===== src/rtl/pipe_pkg.sv =====
// Shared constants and types for the scoring pipeline stages.
// Lane count width and lane count are fixed here so every stage agrees.
package pipe_pkg;

  localparam int PARALLEL_SIZE = 12;
  localparam int PARA          = 16;

  typedef enum logic [1:0] {
    IDLE = 2'd0,
    RUN  = 2'd1,
    DONE = 2'd2
  } stage4_state_e;

  typedef logic [PARA-1:0] lane_cnt_t;

  function automatic lane_cnt_t sat_inc(input lane_cnt_t c);
    return (c == '1) ? c : lane_cnt_t'(c + 1'b1);
  endfunction

endpackage


===== src/rtl/lane_patience_cnt.sv =====
// One lane: saturating run length of in-interval beats with a sticky exit flag.
// State moves only when en is high; clr restarts the lane in the same update.
module lane_patience_cnt
  import pipe_pkg::*;
(
  input  logic      clk_i,
  input  logic      rst_ni,
  input  logic      en,
  input  logic      clr,
  input  logic      oom,
  input  lane_cnt_t patience,
  output lane_cnt_t cnt,
  output logic      exit
);

  lane_cnt_t base_cnt;
  lane_cnt_t cnt_nxt;
  logic      base_exit;
  logic      exit_nxt;

  // A restart must not let stale lane state leak into the restarting beat.
  always_comb begin
    base_cnt  = clr ? '0   : cnt;
    base_exit = clr ? 1'b0 : exit;
    cnt_nxt   = base_cnt;
    exit_nxt  = base_exit;
    if (!base_exit) begin
      cnt_nxt = oom ? '0 : sat_inc(base_cnt);
      if ((patience != '0) && (cnt_nxt >= patience)) begin
        exit_nxt = 1'b1;
      end
    end
  end

  always_ff @(posedge clk_i) begin
    if (!rst_ni) begin
      cnt  <= '0;
      exit <= 1'b0;
    end else if (en) begin
      cnt  <= cnt_nxt;
      exit <= exit_nxt;
    end
  end

endmodule


===== src/rtl/pipe_stage4.sv =====
// Per-lane patience tracker with early exit; 1-cycle latency to a one-deep output register.
// Back-pressure: ready_o drops while the held beat is not taken, freezing lane state.
module pipe_stage4
  import pipe_pkg::*;
(
  input  logic                                clk_i,
  input  logic                                rst_ni,
  input  logic                                valid_i,
  output logic                                ready_o,
  input  logic                                first_i,
  input  logic [PARALLEL_SIZE-1:0]            out_of_mode_interval_i,
  input  logic [PARA-1:0]                     patience_i,
  output logic                                valid_o,
  input  logic                                ready_i,
  output logic [PARALLEL_SIZE-1:0]            exit_o,
  output logic                                all_exit_o,
  output logic [PARALLEL_SIZE-1:0][PARA-1:0]  interval_cnt_o
);

  localparam logic [1:0] S_IDLE = IDLE;
  localparam logic [1:0] S_RUN  = RUN;
  localparam logic [1:0] S_DONE = DONE;

  logic [1:0] state_q;
  logic [1:0] state_d;
  logic       valid_q;
  logic       accept;
  logic       emit;
  logic       run_live;
  logic       all_exit;

  assign all_exit = &exit_o;
  assign ready_o  = !valid_q || ready_i;
  assign accept   = valid_i && ready_o;
  // RUN with every lane exited is already finished, even before state_q reaches DONE.
  assign run_live = (state_q == S_RUN) && !all_exit;
  assign emit     = accept && (first_i || run_live);

  always_comb begin
    state_d = state_q;
    if (accept && first_i) begin
      state_d = S_RUN;
    end else if ((state_q == S_RUN) && all_exit) begin
      state_d = S_DONE;
    end
  end

  always_ff @(posedge clk_i) begin
    if (!rst_ni) begin
      state_q <= S_IDLE;
      valid_q <= 1'b0;
    end else begin
      state_q <= state_d;
      if (emit) begin
        valid_q <= 1'b1;
      end else if (ready_i) begin
        valid_q <= 1'b0;
      end
    end
  end

  for (genvar i = 0; i < PARALLEL_SIZE; i++) begin : g_lane
    lane_patience_cnt u_lane (
      .clk_i    (clk_i),
      .rst_ni   (rst_ni),
      .en       (emit),
      .clr      (first_i),
      .oom      (out_of_mode_interval_i[i]),
      .patience (patience_i),
      .cnt      (interval_cnt_o[i]),
      .exit     (exit_o[i])
    );
  end

  assign valid_o    = valid_q;
  assign all_exit_o = all_exit;

endmodule


===== config.mk =====
export PLATFORM = sky130hd
export DESIGN_NAME = pipe_stage4
export DESIGN_NICKNAME = d
export VERILOG_FILES = /design/src/rtl/pipe_pkg.sv /design/src/rtl/lane_patience_cnt.sv /design/src/rtl/pipe_stage4.sv
export SDC_FILE = /design/constraint.sdc
export NUM_CORES = 1
export LEC_CHECK = 0
export CORE_MARGIN = 5
export CORE_UTILIZATION = 50
export CTS_BUF_LIST = sky130_fd_sc_hd__clkbuf_16
export CTS_CLUSTER_DIAMETER = 60
export DETAILED_ROUTE_END_ITERATION = 10
export PLACE_DENSITY_LB_ADDON = 0.12
export SLEW_MARGIN = 0
export SYNTH_ARGS = -nofsm -noshare
export SYNTH_HDL_FRONTEND = slang
export SYNTH_HIERARCHICAL = 1
export SYNTH_SLANG_ARGS = --single-unit

===== constraint.sdc =====
create_clock -name clk_i -period 9.56 [get_ports clk_i]
set_input_delay 0.956 -clock clk_i [delete_from_list [all_inputs] [get_ports clk_i]]
set_output_delay 0.956 -clock clk_i [all_outputs]
set_load 0.1 [all_outputs]

==> Word-level counts from Yosys, hierarchy flattened <==
Cells that the tools add are included.
{ "word_totals": {"ff_bits": 207, "latchBits": 0, "ramBits": 0, "mem_bits_ro": 0, "input_bits": 33, "out_inout_bits": 207, "word_cells": 179, "n_memories": 0} }
{ "op_classes": {"n_addsub": 12, "n_mul": 0, "n_div": 0, "n_lt_le_gt_ge": 12, "n_eq_ne": 13, "shifts": 0, "muxes": 88, "bitwise_logic": 1, "n_reduce_logical": 26} }
{ "op_table": {"columns": ["op", "count"], "rows": [
  ["16-bit two-way mux", 48],
  ["16-bit by 1-bit adder with 16-bit output (second input constant)", 12],
  ["16-bit equality test (second input constant)", 12],
  ["16-bit greater-or-equal comparator", 12],
  ["1-bit two-way mux", 40],
  ["1-bit logical AND", 17],
  ["16-bit nonzero test", 1],
  ["12-bit AND reduction", 1],
  ["2-bit nonzero test", 2],
  ["2-bit by 1-bit equality test with 1-bit output (second input constant)", 1],
  ["1-bit zero test", 2],
  ["1-bit logical OR", 2],
  ["2-bit OR reduction", 1],
  ["1-bit inverter", 1]
]} }

==> Depth between registers and ports, before layout <==
{ "logic_depth": {"depth_word": 8, "ltp_mapped": 16, "ltp_nobuf": 13} }

==> Cells and area by module <==
The synthesis kept the hierarchy.
{ "by_module_without_submodules": {"columns": ["mod", "n_inst", "cells_each", "area_each_um2", "seq_area_each_um2"], "rows": [
  ["lane_patience_cnt (g_lane[1].u_lane ...)", 6, 252, 1880.6, 340.3],
  ["lane_patience_cnt (g_lane[0].u_lane ...)", 6, 233, 1770.4, 340.3],
  ["pipe_stage4", 1, 22, 185.2, 60.1]
]} }

==> Least setup slack after synthesis <==
OpenSTA, ideal clock, no wires.
{ "synth_path": {"path_type": "in2reg", "from": "input port ready_i", "to": "register g_lane[1].u_lane.cnt[4]", "setup_time_ns": 0.066, "arrival_ns": 5.208, "required_ns": 9.494, "slack_ns": 4.286, "cell_stages": 7, "path_buffers": 0, "cell_sequence": "nor2b_1 -> inv_1 -> nand4b_1 -> o22ai_1 -> nand3_1 -> or4_1 -> nand3_1"} }
{ "synth_via": {"elab_chain_len": 3} }
{ "synth_rtl": {"columns": ["item", "line", "source"], "rows": [
  ["from (decl)", "pipe_stage4.sv:14", "input logic ready_i,"],
  ["1-bit logical OR", "pipe_stage4.sv:33", "assign ready_o = !valid_q || ready_i;"],
  ["net ready_o", "pipe_stage4.sv:9", "output logic ready_o,"],
  ["1-bit logical AND", "pipe_stage4.sv:34", "assign accept = valid_i && ready_o;"],
  ["1-bit logical AND", "pipe_stage4.sv:37", "assign emit = accept && (first_i || run_live);"],
  ["net emit", "pipe_stage4.sv:28", "logic emit;"],
  ["to (signal assigned)", "lane_patience_cnt.sv:40", "cnt <= cnt_nxt;"],
  ["to (decl)", "lane_patience_cnt.sv:12", "output lane_cnt_t cnt,"]
]} }
The timed path passes the listed nets, and every way through them passes these cells.
A chain may end at the register's enable or synchronous reset.

==> Final worst setup path <==
{ "layout_path": {"from": "input port first_i", "to": "register g_lane[11].u_lane.cnt[9]"} }
{ "layout_via": {"elab_cells_between_ends": 9, "classes_between": "add/sub (1); eq/ne (1); mux (5); reduce/logical (2)"} }
{ "layout_lines": {"columns": ["item", "line", "source"], "rows": [
  ["from (decl)", "pipe_stage4.sv:10", "input logic first_i,"],
  ["1-bit logical OR", "pipe_stage4.sv:37", null],
  ["1-bit logical AND", "pipe_stage4.sv:37", null],
  ["net emit", "pipe_stage4.sv:28", null],
  ["to (signal assigned)", "lane_patience_cnt.sv:40", null],
  ["to (decl)", "lane_patience_cnt.sv:12", null]
]} }
The timed path passes the listed nets, and every way through them passes these cells.

==> run metrics <==
top cell type by total area after synthesis=dfxtp_1; number of flops mapped to enable cells by yosys=0; global-route wire length before repair=120,000 um; RSZ-0062 raised after global routing=no; clock slew at reported path FFs=0.05 ns; Slew Limit Fails=0; Setup crit start=first_i; ANT cells=0; Routed WL per cell=approximately 20 um; Core Box Area=43,900 sq um; slew at the pin with the worst max-slew slack=around 1.1 ns; Design Area, Final=25,900 sq um; CP Class=input pin to flop; antenna-violating nets left=0; Initial Util=0.503; post-synth top area share=0.188; flop2flop setup slack=6.08 ns; antenna violations before repair=1; final setup fails=0; fmax=0.232 GHz; Netlist Area Pre-Place=22,100 sq um; relative slew slack=0.252; Nets=3,346; Die X=220 um; total power=2.61 mW; DRC Markers=0; CP arrival=between 4 and 5 ns; routability cong.=0.934; fin crit share=0.451; syn nets=3,169; Buffers on Ports=239; run status=complete, no violations; H-tree levels=2; Synth Register Bits=207; total track usage=0.300; peak supply drop=0.000101 V; dpl hpwl=approximately 54,000 um; hold buffers post-CTS=0; CTS root buf=clkbuf_16; TritonRoute pass-1 iters=6; Die ar.=48,500 sq um; top cells by area, synth=dfxtp_1, ha_1, nor2_1; hold_ws=0.521 ns; sequential-to-total area share from yosys stat=0.188; post-CTS sizing=0; largest net degree at the start of global routing=157; DP Area=24,700 sq um; Post-synth top cells=nor2_1, nand2_1, inv_1, dfxtp_1, ha_1; TritonCTS Sinks=between 200 and 250; total CTS buffers=36; Distinct cells, synth=79; YS warnings=6; Hold Crit Start=g_lane[0].u_lane/cnt[9]; Detailed Route WL=~76,000 um; clock skew=0.0161 ns; Crit. End Element=flop; setup TNS=0 ns; postcts setup bufs=0; layout cells sized above 1=0.0667; area growth from synthesis to layout=17.2%; minimum clock period=approximately 4.3 ns; # rows=77; Setup WS pre-CTS=about 4.8 ns; syn_area_per_cell=7.53 sq um; gr ovfl total=0; # IOs=240; Bufs on Longest Clock Path=3; later-pin clock latency in the skew report=0.55 ns; CP Launch Type=input pin; cell with the most instances after synthesis=nor2_1; Max-cap violations=0; worst-path fanout max=156; Synth Flop Type=dfxtp_1; vias per cell=between 6 and 7; DR iter-0 viols=2,482; Cell Pwr Density=101 nW/um^2; setup ws final=5.25 ns; CTS tree=yes; die extent in y=220 um; cell count after synthesis=2,932; Async SR Flop Fraction=0; final hold vios=0; worst endpoint required time=between 10 and 15 ns; vias in the first global route=about 22k; critical register-to-register path startpoint=g_lane[10].u_lane/exit; via count=between 20k and 25k; Leakage=10.6 nW; worst hold path type=flop to flop
-- worst paths after layout --
check	end	cells after the start
worst max-delay path	g_lane[11].u_lane/cnt[9]	10
worst min-delay path	g_lane[0].u_lane/cnt[9]	2
worst max register to register	g_lane[4].u_lane/cnt[2]	10
worst min register to register	g_lane[0].u_lane/cnt[9]	2
-- cell usage in the layout, fill, tap and decap left out, drive strengths merged, types with 36 or more instances in the layout --
| cell | instances |
|---|---|
| nor4 | 84 |
| nand3 | 120 |
| clkbuf | 37 |
| nand2 | 242 |
| a211oi | 48 |
| nor3 | 72 |
| nand4 | 75 |
| a21oi | 156 |
| and3 | 36 |
| xnor2 | 96 |
| dfxtp | 207 |
| inv | 231 |
| and4 | 66 |
| clkdlybuf4s50 | 236 |
| o21ai | 157 |
| nand2b | 54 |
| a31oi | 60 |
| ha | 204 |
| nor2 | 283 |
| nor2b | 127 |
-- metrics by stage --
stage                      util  std cells
after floorplan               -       2932
after global placement    0.563       3663
after detailed placement  0.563       3663
after CTS                 0.590       3727
after global routing      0.590       3727
final                     0.590       3727
-- report_power, final --
group          internal (mW)  leakage, nW  total (mW)  switching, mW
clock network          0.808        0.587        1.30          0.496
logic                  0.113         8.30       0.415          0.302
registers              0.873         1.67       0.890         0.0178
-- cell type report --
type	count	area [sq um]
clock buffer	37	926
clock inverter	27	233
fill	4098	18000
inverter	224	841
multi-input combinational	2381	16500
sequential	207	4140
tap	592	741
timing repair buffer	259	2550
-- critical path, cell delays in order --
cell,delay (ns)
buf_6,0.39
buf_12,0.52
nand2_1,0.34
o22ai_4,0.22
buf_4,0.42
buf_4,0.42
nand2_1,0.44
or3_1,0.50
or3_1,0.32
nand3_1,0.08
-- metal layers --
layer,up-vias,wire [um],GRT usage,share of wire
li1,11243,-,-,-
met1,11320,33700,0.408,0.44
met2,985,34400,0.477,0.45
met3,170,5210,0.0479,0.068
met4,2,2660,0.118,0.035
met5,-,9,0,0.00012
-- flip-flops by register name (all words and copies together) (netlist names) --
signal	cells
g_lane.u_lane/exit	12
valid_o	1
state_q	2
g_lane.u_lane/cnt	192
-- cells by family after synthesis --
| logic type | share of synthesized area |
|---|---|
| xor gates and xnor gates | 0.0428 |
| adders and majority gates | 0.116 |
| and+or+nand+nor | 0.340 |
| DFF | 0.188 |
| buffers and inverters | 0.0676 |
| AOI/OAI and AO/OA | 0.235 |
| muxes | 0.0112 |
(Power assumes the default switching activity.)
